[src/rtl/ap3_alu_seq.sv]
// ap3_alu_seq: slice-serial adder/subtractor with valid/ready handshakes; AP3_ALU_SEQ_FLAGS_EN adds ovf/zero flags
module ap3_alu_seq #(
    parameter int WIDTH = 32,
    parameter int SLICE = 8
) (
    input  logic             clk,
    input  logic             rst,
    input  logic             in_valid,
    output logic             in_ready,
    input  logic [WIDTH-1:0] a,
    input  logic [WIDTH-1:0] b,
    input  logic             bi,
    input  logic             ci,
    output logic             out_valid,
    input  logic             out_ready,
    output logic [WIDTH-1:0] y,
    output logic [WIDTH-1:0] x,
    output logic             co
`ifdef AP3_ALU_SEQ_FLAGS_EN
    ,
    output logic             ovf,
    output logic             zero
`endif
);
    localparam int N = WIDTH / SLICE;
    localparam int IW = (N > 1) ? $clog2(N) : 1;
    localparam logic [IW-1:0] LAST = IW'(N - 1);
    localparam logic [WIDTH-1:0] MASK = WIDTH'({SLICE{1'b1}});

    typedef enum logic [1:0] {IDLE, RUN, DONE} state_t;

    state_t           state_q, state_d;
    logic [WIDTH-1:0] aa_q, aa_d, bb_q, bb_d, y_q, y_d;
    logic             carry_q, carry_d;
    logic [IW-1:0]    idx_q, idx_d;
    logic [31:0]      base;
    logic [SLICE-1:0] a_s, b_s;
    logic [SLICE:0]   sum_s;
    logic [WIDTH-1:0] slice_mask;

    // Select the active slice of both operands and add it with the running carry
    always_comb begin
        base = 32'(idx_q) * 32'(SLICE);
        a_s = SLICE'(aa_q >> base);
        b_s = SLICE'(bb_q >> base);
        sum_s = {1'b0, a_s} + {1'b0, b_s} + {{SLICE{1'b0}}, carry_q};
        slice_mask = MASK << base;
    end

    // Next-state logic: latch operands on accept, one slice per RUN cycle, hold results in DONE
    always_comb begin
        state_d = state_q;
        aa_d = aa_q;
        bb_d = bb_q;
        y_d = y_q;
        carry_d = carry_q;
        idx_d = idx_q;
        unique case (state_q)
            IDLE: if (in_valid) begin
                aa_d = a;
                bb_d = bi ? ~b : b;
                carry_d = ci;
                idx_d = '0;
                y_d = '0;
                state_d = RUN;
            end
            RUN: begin
                y_d = (y_q & ~slice_mask) | (WIDTH'(sum_s[SLICE-1:0]) << base);
                carry_d = sum_s[SLICE];
                idx_d = idx_q + IW'(1);
                state_d = (idx_q == LAST) ? DONE : RUN;
            end
            DONE: state_d = out_ready ? IDLE : DONE;
            default: state_d = IDLE;
        endcase
    end

    // State and datapath registers; reset wins over any handshake in the same cycle
    always_ff @(posedge clk) begin
        if (rst) begin
            state_q <= IDLE;
            aa_q <= '0;
            bb_q <= '0;
            y_q <= '0;
            carry_q <= 1'b0;
            idx_q <= '0;
        end else begin
            state_q <= state_d;
            aa_q <= aa_d;
            bb_q <= bb_d;
            y_q <= y_d;
            carry_q <= carry_d;
            idx_q <= idx_d;
        end
    end

    assign in_ready = state_q == IDLE;
    assign out_valid = state_q == DONE;
    assign y = y_q;
    assign x = aa_q ^ bb_q;
    assign co = out_valid & carry_q;
`ifdef AP3_ALU_SEQ_FLAGS_EN
    // Carry into the top bit is recovered as x ^ y at that bit
    assign ovf = out_valid & (x[WIDTH-1] ^ y_q[WIDTH-1] ^ carry_q);
    assign zero = out_valid & (y_q == '0);
`endif
endmodule

[config.mk]
export PLATFORM = sky130hd
export DESIGN_NAME = ap3_alu_seq
export DESIGN_NICKNAME = d
export VERILOG_FILES = /design/src/rtl/ap3_alu_seq.sv
export SDC_FILE = /design/constraint.sdc
export NUM_CORES = 1
export LEC_CHECK = 0
export BUFFER_PORTS_ARGS = -buffer_cell sky130_fd_sc_hd__buf_2
export CAP_MARGIN = 5
export CORE_MARGIN = 1.5
export CORE_UTILIZATION = 46
export CTS_CLUSTER_DIAMETER = 40
export DETAILED_ROUTE_END_ITERATION = 16
export HOLD_SLACK_MARGIN = 0.15
export PLACE_DENSITY = 0.72
export SLEW_MARGIN = 10
export SYNTH_ARGS = -nofsm -noshare
export SYNTH_HDL_FRONTEND = slang
export SYNTH_SLANG_ARGS = --single-unit
[constraint.sdc]
create_clock -name clk -period 7.1 [get_ports clk]
set_clock_uncertainty 0.05 [all_clocks]
set_input_delay 1.775 -clock clk [delete_from_list [all_inputs] [get_ports clk]]
set_output_delay 1.775 -clock clk [all_outputs]
set_load 0.005 [all_outputs]
---- Yosys cells after proc, flatten, opt, wreduce, memory -nomap -nowiden ----
Cells that the tools add are included.
storage, ports and cells
  bits in registers ....................... 101
  input port bits ......................... 70
  output and inout port bits .............. 67
  word-level logic and storage cells ...... 38
cells by class
  $add $sub $neg .......................... 3
  equality and inequality tests ........... 4
  shift-type cells ........................ 4
  multiplexer cells ....................... 11
  bitwise gates (word level) .............. 6
  reductions and logical operators ........ 4
operator list
  kind                  count
  $mux 32               2
  $not 32->32           2
  $pmux 32 s2           1
  $shr 32x5->8          2
  $and 32x32->32        1
  $or 32x32->32         1
  $shl 8x5->32          1
  $shl 8x5->32 const A  1
  $xor 32x32->32        1
  $add 8x8->9           1
  $add 9x1->9           1
  $mux 2                4
  $pmux 2 s3            1
  $eq 2x2->1 const B    2
  $pmux 2 s2            1
  $reduce_and 2->1      2
  $add 2x1->2 const B   1
  $eq 2x1->1 const B    1
  $logic_not 2->1       1
  $ne 2x2->1 const B    1
  $pmux 1 s2            1
  $reduce_bool 2->1     1
  $and 1x1->1           1
  $mux 1                1

---- Longest topological paths before layout ----
Gate-level depths: netlist of the first run.
  depth in word-level cells ............... 6
  depth in mapped cells ................... 10
  gate-level depth less buffers ........... 8

---- Worst setup path after synthesis of the first run ----
No wires, ideal clock.
  kind .................................... register -> register
  start ................................... register idx_q[1]
  end ..................................... register y_q[6], in the netlist y[6]
  setup time .............................. 0.060 ns
  arrival ................................. 2.862 ns
  required time ........................... 6.990 ns
  slack ................................... 4.128 ns
  cell stages (with the launch flop) ...... 11
  path buffers ............................ 2
  period minus slack after synthesis ...... 2.972 ns
  path through ............................ dfxtp_1 buf_2 buf_4 mux4_2 fa_1 fa_1 a21oi_1 o22ai_1 o21a_1 o21ba_2 a22o_1
between the ends
  longest elaborated chain between the ends .. 6
  elaborated cells on any way between the ends .. 10
  those cells by class .................... add/sub: 2; shift: 4; mux: 1; bitwise: 3
ends and longest elaborated chain
  item                             RTL line  source
  start, declared                  35        logic [IW-1:0] idx_q, idx_d;
  start signal, assigned           93        idx_q <= idx_d;
  $shr 32x5->8 (on tied branches)  44, 45
  $add 8x8->9                      46        sum_s = {1'b0, a_s} + {1'b0, b_s} + {{SLICE{1'b0}}, carry_q};
  $add 9x1->9                      46
  $shl 8x5->32                     68        y_d = (y_q & ~slice_mask) | (WIDTH'(sum_s[SLICE-1:0]) << base);
  $or 32x32->32 *                  68
  $pmux 32 s2 *                    58        unique case (state_q)
  end signal, assigned             91        y_q <= y_d;
  end, declared                    33        logic [WIDTH-1:0] aa_q, aa_d, bb_q, bb_d, y_q, y_d;
Mark *: on every way between the ends. The rest lies on a longest branch, timed or not.
A chain may end at the register's enable or synchronous reset.

---- Worst setup path in the final report of the first run ----
  start ................................... register state_q[1]
  end ..................................... output co
between the ends
  longest elaborated chain between the ends .. 2
ends and longest elaborated chain
  item                    RTL line  source
  start, declared         32        state_t state_q, state_d;
  start signal, assigned  88        state_q <= state_d;
  $eq 2x2->1              98        assign out_valid = state_q == DONE;
  $and 1x1->1             101       assign co = out_valid & carry_q;
  end, declared           18        output logic co
Every way passes these cells.

==> results of run 1 <==
## cell families after synthesis
kind of cell             after synthesis
AO/OA/AOI/OAI                        121
buffers and inverters                 41
adder cells (fa/ha/maj)               13
flip-flops                           101
AND/OR/NAND/NOR                      153
multiplexers                          16
XOR/XNOR                              68
## critical path, cell delays in order, from the launching register on
cell and delay, ps:
dfxtp_1 530, nor2b_1 240, and2_1 150, buf_2 100
## per-stage QoR
stage | util [%] | instance area, um^2 | setup slack [ps] | power (mW)
final | 55.9 | 5790 | 3890 | 1.26
after global routing | 55.9 | 5790 | 3790 | 1.32
after CTS | 55.9 | 5790 | 3870 | 1.27
after detailed placement | 54.0 | 5600 | 3760 | 0.916
after global placement | 54.0 | 5600 | 3800 | 0.910
after floorplan | - | 4940 | 4130 | 0.823
## worst max-delay path by stage
stage,to
after CTS,co
after detailed placement,carry_q$_SDFFE_PP0P_
after floorplan,y[6]$_SDFFE_PP0P_
after global placement,carry_q$_SDFFE_PP0P_
final,co
after global routing,co
## sequential cells by signal (all words and copies together) (netlist names)
register  cells
aa_q         32
bb_q         32
y            32
idx_q         2
state_q       2
carry_q       1
## cells in the mapped netlist (3+ instances only)
master / number
dfxtp_1: 101
nand2_1: 74
nor2_1: 55
a21oi_1: 40
xnor2_1: 35
xor2_1: 33
a211oi_1: 25
a22o_1: 18
mux4_2: 16
a22oi_1: 12
buf_2: 11
ha_1: 11
a211oi_2: 9
clkbuf_1: 9
buf_4: 7
buf_6: 6
inv_1: 6
nor2b_1: 6
a21o_1: 5
nand3_1: 3
o21ai_0: 3
## layout make-up
cell class              instances  area [um^2]  share of cell area [%]
repair buffers                139          706                    12.2
clock inverters                 7         70.1                    1.21
clock buffers                   9          124                    2.14
inverters                       6         22.5                   0.389
flip-flops and latches        101         2020                    34.9
multi-input cells             371         2680                    46.3
well taps                     136          170                    2.94
## power by group through the flow
stage	logic [mW]	registers (mW)	clock network [mW]
after floorplan	0.187	0.636	0
after global placement	0.266	0.644	0
after detailed placement	0.270	0.646	0
after CTS	0.271	0.633	0.361
after global routing	0.297	0.637	0.383
final	0.270	0.632	0.355
## layer usage
| metal | up-vias | share of wire, % |
|---|---|---|
| met5 | - | 0 |
| met4 | 0 | 1.2 |
| li1 | 2013 | - |
| met1 | 1898 | 46 |
| met3 | 12 | 5.2 |
| met2 | 122 | 47 |
==> flow_summary_export.csv, run 1 <==
group,metric,value,unit
sta,worstMarginPinSlew,1040,ps
drt,detail_route.wl_per_cell,15.6,um
global_routing,gr-total-overflow,0,
layout,finalNetCount,711,
synthesis,yosys_warnings,0,
layout,layout.cells.most_common_list,"buf_2, dfxtp_1, nand2_1",
sta,final_period_utilization,45.2,%
synthesis,ys_types,42,
cts,post_cts_resize_count,0,
synthesis,synth.yosys.seq_area_share,40.9,%
power_and_ir_drop,p_leak,2.57,nW
setup_path,worstPathRequired,5280,ps
synthesis,yosysTopAreaCellShare,40.9,%
floorplan,placeableCoreArea,0.0104,mm^2
placement,dp_hpwl,8820,um
synthesis,synth.largest_area_cell,"dfxtp_1",
setup_path,worst_r2r_startpoint,"idx_q[0]$_SDFFE_PP0P_",
cts,clk_pin_slew_worst_paths,100,ps
layout,final-instance-count-excl-fill,769,
sta,report.final.setup_viol,0,
power_and_ir_drop,power.share.switching,31.7,%
global_routing,grt_antenna_before_repair,0,
power_and_ir_drop,vdd_ir_drop_max,0.0966,mV
setup_path,critPathArrivalTime,1390,ps
sta,rsz0062_at_grt,"no",
synthesis,basic_gate_share_of_the_synthesized_area_counting_and_or_nand_and_nor_cells,13.6,%
setup_path,r2r_cells,8,
sta,max_clock_freq,311,MHz
power_and_ir_drop,cellInternalPower,0.859,mW
global_routing,grt_util_met2,34.5,%
run,timing.max_cap.violations,0,
synthesis,post_synth_mux_area_share,7.30,%
drt,drt_iter0_markers,191,
floorplan,die_w,107,um
floorplan,die_h,107,um
global_routing,grtUsageMet3,4.56,%
layout,n_antenna_cell,0,
cts,cts_root_buffer,"clkbuf_8",
sta,final_period_minus_worst_setup_slack,3210,ps
power_and_ir_drop,power.clock.fraction,28.2,%
drt,num_vias,4045,
synthesis,ys.flop_type,"dfxtp_1",
setup_path,setup.reg_to_reg.worst_slack,4030,ps
synthesis,postSynthRegisterBits,101,
global_routing,globalRouteMet1Util,28.1,%
power_and_ir_drop,switchingPower,0.399,mW
cts,clock_sink_count,101,
sta,final_hold_viol_count,0,
layout,flow.area_growth_from_synthesis,17.3,%
sta,timing.final.max_slew_violations,0,
synthesis,synth_adder_area_share,3.60,%
layout,n_fill_cell,961,
power_and_ir_drop,share_of_total_power_in_combinational_logic,21.5,%
placement,numPortBuffers,136,
global_routing,grt.total_usage,20.9,%
setup_path,critical_path.startpoint,"state_q[1]$_SDFFE_PP0P_",
synthesis,main_combinational_cell_family_by_area_after_synthesis,"compound AO/OA/AOI/OAI gates",
setup_path,worstReg2RegEnd,"carry_q$_SDFFE_PP0P_",
hold_path,hold_path_end,"aa_q[11]$_SDFFE_PP0P_",
setup_path,cp_max_fo,9,
synthesis,async_reset_ff_share,0,%
layout,layout-drive-gt1-share,30.0,%
global_routing,busiest_grt_layer,"met2",
hold_path,cell_depth_of_the_worst_hold_path,2,
floorplan,floorplan.die_area,0.0114,mm^2
synthesis,synth_area_leaders,"dfxtp_1, mux4_2, xnor2_1",
cts,tritoncts,"built",
placement,place_inst,753,
sta,slew_headroom,30.8,%
cts,postCtsHoldBufs,0,
setup_path,crit_path_end_kind,"output port",
status,status,"finished clean",
synthesis,netlist_area,0.00494,mm^2
drt,firstDrtPassIters,4,
global_routing,pin_count_of_the_biggest_net_entering_global_routing,101,
drt,ant_nets,0,
layout,final_common_cell,"buf_2",
cts,clock_latency_late_sink,380,ps
synthesis,synth-xor-area-share,12.1,%
synthesis,syn_inst,513,
synthesis,synth_compound_area_share,17.6,%
cts,cts_buffers,9,
floorplan,initial_utilization,47.6,%
global_routing,vias_in_the_first_global_route,3857,
synthesis,postSynthNetCount,596,
cts,clockBufferDepth,2,
drt,viasPerCell,5.26,
setup_path,startpoint_kind_of_the_worst_setup_timing_path,"register",
setup_path,crit_type,"reg -> out",
floorplan,placement_rows,37,
sta,holdWs,433,ps
power_and_ir_drop,pwr-share-seq,50.3,%
synthesis,post_synth_edffs,0,
hold_path,hold_sp,"aa_q[11]$_SDFFE_PP0P_",
drt,drc_violations_left,0,
power_and_ir_drop,powerDensity,217,mW/mm^2
synthesis,synth.avg_cell_area,9.63,um^2
global_routing,grt_first_pass_wirelength,18600,um
sta,totalNegativeSetupSlack,0,ps
cts,post_cts_buffers,0,
cts,clock_tree.htree_level_count,3,
hold_path,timing.hold.worst.class,"reg -> reg",
drt,route.final.wire_length,12000,um
floorplan,top_level_ports,137,
placement,gp_congestion,0.817,
Power figures use the tool's default switching activity.
==> run 2: changes to the inputs <==
clock period = 3.3 ns   (was 7.1 ns; I/O delays follow)
==> flow_summary_export.csv, run 2 (synthesis results as in run 1) <==
group,metric,value,unit
status,status,"finished clean",
setup_path,worstPathRequired,3550,ps
global_routing,grt_antenna_before_repair,0,
cts,cts_root_buffer,"clkbuf_8",
drt,route.final.wire_length,12600,um
drt,ant_nets,0,
layout,layout-drive-gt1-share,30.5,%
setup_path,cp_max_fo,22,
global_routing,grt_first_pass_wirelength,20100,um
cts,post_cts_resize_count,0,
sta,slew_headroom,47.2,%
sta,timing.final.max_slew_violations,0,
global_routing,vias_in_the_first_global_route,4108,
sta,report.final.setup_viol,0,
cts,tritoncts,"built",
sta,fin_ws,303,ps
floorplan,floorplan.die_area,0.0114,mm^2
floorplan,placement_rows,37,
placement,dp_worst_setup_slack,347,ps
drt,detail_route.wl_per_cell,16.2,um
sta,totalNegativeSetupSlack,0,ps
cts,postCtsHoldBufs,0,
hold_path,timing.hold.worst.class,"reg -> reg",
setup_path,crit_path_end_kind,"register",
sta,max_clock_freq,334,MHz
global_routing,pin_count_of_the_biggest_net_entering_global_routing,51,
setup_path,critPathArrivalTime,3250,ps
sta,final_hold_viol_count,0,
global_routing,grt.total_usage,22.2,%
drt,firstDrtPassIters,5,
sta,final_period_utilization,90.8,%
floorplan,initial_utilization,47.6,%
drt,highest_signal_layer_in_the_routed_design,"met4",
drt,wirelength_met1,5730,um
setup_path,slowest_stage,"mux4_2",
power_and_ir_drop,powerDensity,471,mW/mm^2
global_routing,gr-total-overflow,0,
sta,worstMarginPinSlew,792,ps
cts,clock_latency_late_sink,350,ps
power_and_ir_drop,p_leak,2.61,nW
drt,num_vias,4166,
setup_path,cpLargestDelayFamily,"compound AO/OA/AOI/OAI gates",
setup_path,startpoint_kind_of_the_worst_setup_timing_path,"register",
sta,rsz0062_at_grt,"no",
layout,layout.cells.most_common_list,"buf_2, dfxtp_1, nand2_1",
power_and_ir_drop,vdd_ir_drop_max,0.258,mV
sta,final_period_minus_worst_setup_slack,3000,ps
placement,dp_hpwl,9550,um
floorplan,die_w,107,um
drt,drc_violations_left,0,
setup_path,worstPathCellList,"buf_4 -> mux4_2 -> fa_1 -> a21oi_1 -> o22ai_1 -> o21a_1 -> o21ba_2 -> a22o_1",
layout,finalNetCount,717,
cts,clk_pin_slew_worst_paths,100,ps
cts,cts_buffers,9,
placement,numPortBuffers,136,
setup_path,crit_type,"reg -> reg",
floorplan,placeableCoreArea,0.0104,mm^2
drt,drt_iter0_markers,225,
layout,final_common_cell,"buf_2",
setup_path,critical_path.max_stage_delay,600,ps
drt,routed-wl-met3,797,um
floorplan,top_level_ports,137,
drt,viasPerCell,5.38,
layout,n_antenna_cell,0,
setup_path,critPathBufInv,1,
cts,post_cts_buffers,0,
cts,clockBufferDepth,2,
layout,flow.area_growth_from_synthesis,18.6,%
floorplan,die_h,107,um
drt,met2_wirelength,5910,um
placement,gp_congestion,0.855,
cts,clock_sink_count,101,
run,timing.max_cap.violations,0,
cts,clock_tree.htree_level_count,3,
==> run 2: through the flow <==
stage               hold WS, ps  area (um^2)  instances  util [%]  power (mW)
CTS                         436         5860        775      56.5        2.76
detailed placement          415         5660        759      54.6        1.98
global route                448         5860        775      56.5        2.88
finish                      437         5860        775      56.5        2.76
floorplan                   408         4940        513         -        1.77
global placement            412         5660        759      54.6        1.97
==> run 2: layout make-up <==
type / instances / area (um^2)
sequential: 101 / 2020
inverter: 6 / 22.5
tap: 136 / 170
clock buffer: 11 / 141
fill: 988 / 4510
multi-input combinational: 371 / 2680
clock inverter: 5 / 60.1
timing repair buffer: 145 / 763
==> run 2: layer usage <==
| layer | GRT usage, % | up-vias |
|---|---|---|
| li1 | - | 2021 |
| met2 | 37.0 | 154 |
| met4 | 5.71 | 0 |
| met3 | 3.16 | 15 |
| met1 | 30.4 | 1976 |
| met5 | 0 | - |
==> run 2: final timing paths <==
| path | cells past startpoint | slack, ps | startpoint | to |
|---|---|---|---|---|
| hold reg to reg | 2 | 440 | aa_q[11]$_SDFFE_PP0P_ | aa_q[11]$_SDFFE_PP0P_ |
| hold / removal | 2 | 440 | aa_q[11]$_SDFFE_PP0P_ | aa_q[11]$_SDFFE_PP0P_ |
| setup reg to reg | 8 | 300 | idx_q[0]$_SDFFE_PP0P_ | y[6]$_SDFFE_PP0P_ |
| setup / recovery | 8 | 300 | idx_q[0]$_SDFFE_PP0P_ | y[6]$_SDFFE_PP0P_ |
==> run 2: worst min-delay path, stage by stage (launching register included) <==
cell and delay (ps):
dfxtp_1 340, nand2_1 60, a21oi_1 50
==> run 2: where the power goes <==
part           total, mW  internal, mW  switching, mW
Sequential          1.36          1.29         0.0722
Combinational      0.596         0.269          0.327
Clock              0.798         0.374          0.424
==> run 3: changes to the inputs <==
ABC_AREA = 1   (was default)
ABC_CLOCK_PERIOD_IN_PS = 3300   (was default)
PLACE_DENSITY = 0.71   (was 0.72)
==> flow_summary_export.csv, run 3 <==
group,metric,value,unit
status,status,"finished clean",
sta,max_clock_freq,351,MHz
setup_path,critPathArrivalTime,3090,ps
sta,holdWs,418,ps
cts,cts_buffers,9,
synthesis,synth_area_leaders,"dfxtp_1, nor2_1, o21ai_0",
hold_path,timing.hold.worst.class,"reg -> reg",
global_routing,pin_count_of_the_biggest_net_entering_global_routing,97,
placement,gp_congestion,0.885,
setup_path,critPathBufInv,2,
global_routing,grt.total_usage,24.8,%
cts,clock_tree.htree_level_count,3,
synthesis,post_synth_edffs,0,
synthesis,async_reset_ff_share,0,%
power_and_ir_drop,p_leak,2.77,nW
drt,viasPerCell,5.34,
sta,timing.final.max_slew_violations,0,
floorplan,top_level_ports,137,
layout,n_fill_cell,1058,
synthesis,synth.largest_area_cell,"dfxtp_1",
drt,detail_route.wl_per_cell,15.4,um
setup_path,critical_path.max_stage_delay,520,ps
cts,clockBufferDepth,2,
setup_path,startpoint_kind_of_the_worst_setup_timing_path,"register",
synthesis,post-synth-top-count-cell,"nor2_1",
drt,firstDrtPassIters,5,
drt,ant_nets,0,
layout,flow.area_growth_from_synthesis,17.7,%
cts,clock_sink_count,101,
layout,area_of_the_multi_input_gates,0.00273,mm^2
global_routing,gr-total-overflow,0,
layout,layout.cells.most_common_list,"nor2_1, buf_2, dfxtp_1",
sta,final_hold_viol_count,0,
setup_path,worstPathCellList,"inv_1 -> o21ai_0 -> o22ai_1 -> fa_1 -> fa_1 -> nand2_1 -> nand3_1 -> nand3_1 -> nand2_1 -> nand2_1 -> nand2_1 -> nand2_1 -> nand2_1 -> nand2_1 -> inv_1",
setup_path,crit_top_cell,"nand2_1",
floorplan,die_w,108,um
global_routing,vias_in_the_first_global_route,4569,
run,timing.max_cap.violations,0,
setup_path,crit_path_end_kind,"register",
floorplan,placeableCoreArea,0.0108,mm^2
synthesis,synth.yosys.seq_area_share,39.7,%
cts,post_cts_resize_count,0,
layout,n_antenna_cell,0,
synthesis,postSynthNetCount,753,
drt,num_vias,4948,
floorplan,die_h,108,um
sta,final_period_minus_worst_setup_slack,2850,ps
power_and_ir_drop,powerDensity,498,mW/mm^2
setup_path,cp_max_fo,18,
drt,route.final.wire_length,14300,um
sta,worstMarginPinSlew,924,ps
synthesis,ys_types,31,
drt,drc_violations_left,0,
floorplan,placement_rows,38,
power_and_ir_drop,vdd_ir_drop_max,0.269,mV
layout,finalNetCount,865,
cts,cts_root_buffer,"clkbuf_8",
global_routing,grt_antenna_before_repair,0,
setup_path,crit_type,"reg -> reg",
global_routing,grt_first_pass_wirelength,22600,um
synthesis,ys.flop_type,"dfxtp_1",
cts,clock_latency_late_sink,380,ps
sta,rsz0062_at_grt,"no",
setup_path,cpLargestDelayFamily,"adder cells",
sta,slew_headroom,38.4,%
cts,tritoncts,"built",
sta,totalNegativeSetupSlack,0,ps
cts,post_cts_buffers,0,
synthesis,synth.avg_cell_area,7.59,um^2
cts,clk_pin_slew_worst_paths,100,ps
layout,sequential_cell_area,0.00202,mm^2
setup_path,slowest_stage,"dfxtp_1",
layout,final_common_cell,"nor2_1",
sta,report.final.setup_viol,0,
synthesis,postSynthRegisterBits,101,
synthesis,ys_top_cells_by_count,"nor2_1, dfxtp_1, nand2_1",
synthesis,syn_inst,670,
placement,numPortBuffers,136,
drt,drt_iter0_markers,325,
placement,dp_hpwl,10600,um
sta,final_period_utilization,86.4,%
floorplan,floorplan.die_area,0.0117,mm^2
cts,postCtsHoldBufs,0,
synthesis,yosys_warnings,0,
setup_path,worstPathRequired,3540,ps
floorplan,initial_utilization,47.1,%
synthesis,netlist_area,0.00509,mm^2
synthesis,yosysTopAreaCellShare,39.7,%
layout,layout-drive-gt1-share,22.1,%
run 3: tightest hold or removal path, cell delays in order, from the launching register on:
cell     delay [ps]
dfxtp_1         320
nand2_1          60
a21oi_1          50
run 3: cell families (layout without fill, tap and decap cells):
group	Yosys count	after routing	share of synthesized area, %
compound gates	160	160	18.2
buf+inv	75	192	6.69
fa+ha+maj	13	13	3.49
flops	101	101	39.7
simple gates	255	255	20.6
xor+xnor	66	66	11.4
run 3: area by class of cell:
cell class                 count  share of cell area [%]
inverter                      32                    2.01
tap                          140                    2.93
sequential                   101                    33.8
clock buffer                   9                    2.07
clock inverter                 7                    1.13
timing repair buffer         144                    12.6
multi-input combinational    494                    45.5
run 3: per-stage QoR:
stage / setup WS (ps) / std cells / power (mW) / cell area, um^2 / utilization (%)
5_1_grt: 154 / 927 / 3.14 / 5990 / 55.5
4_1_cts: 544 / 927 / 2.99 / 5990 / 55.5
6_report: 450 / 927 / 2.98 / 5990 / 55.5
3_3_place_gp: 675 / 911 / 2.20 / 5800 / 53.7
3_5_place_dp: 566 / 911 / 2.23 / 5800 / 53.7
2_1_floorplan: 671 / 670 / 1.93 / 5090 / -
run 3: power by group:
part	total, mW	switching [mW]	internal [mW]
clock network	0.773	0.479	0.294
registers	1.40	0.0940	1.31
logic	0.803	0.486	0.317
run 3: worst paths after layout:
| check | start | endpoint | slack, ps | cells after the start |
|---|---|---|---|---|
| setup / recovery | idx_q[1]$_SDFFE_PP0P_ | carry_q$_SDFFE_PP0P_ | 450 | 15 |
| hold / removal | y[24]$_SDFFE_PP0P_ | y[24]$_SDFFE_PP0P_ | 420 | 2 |
| setup reg to reg | idx_q[1]$_SDFFE_PP0P_ | carry_q$_SDFFE_PP0P_ | 450 | 15 |
| hold reg to reg | y[24]$_SDFFE_PP0P_ | y[24]$_SDFFE_PP0P_ | 420 | 2 |
run 3: metal layers:
metal  wire, um  GRT usage, %  share of wire, %
met1       6160          31.6                43
met2       6960          42.7                49
met3        904          4.22               6.3
met4        238          7.71               1.7
met5          0             0                 0
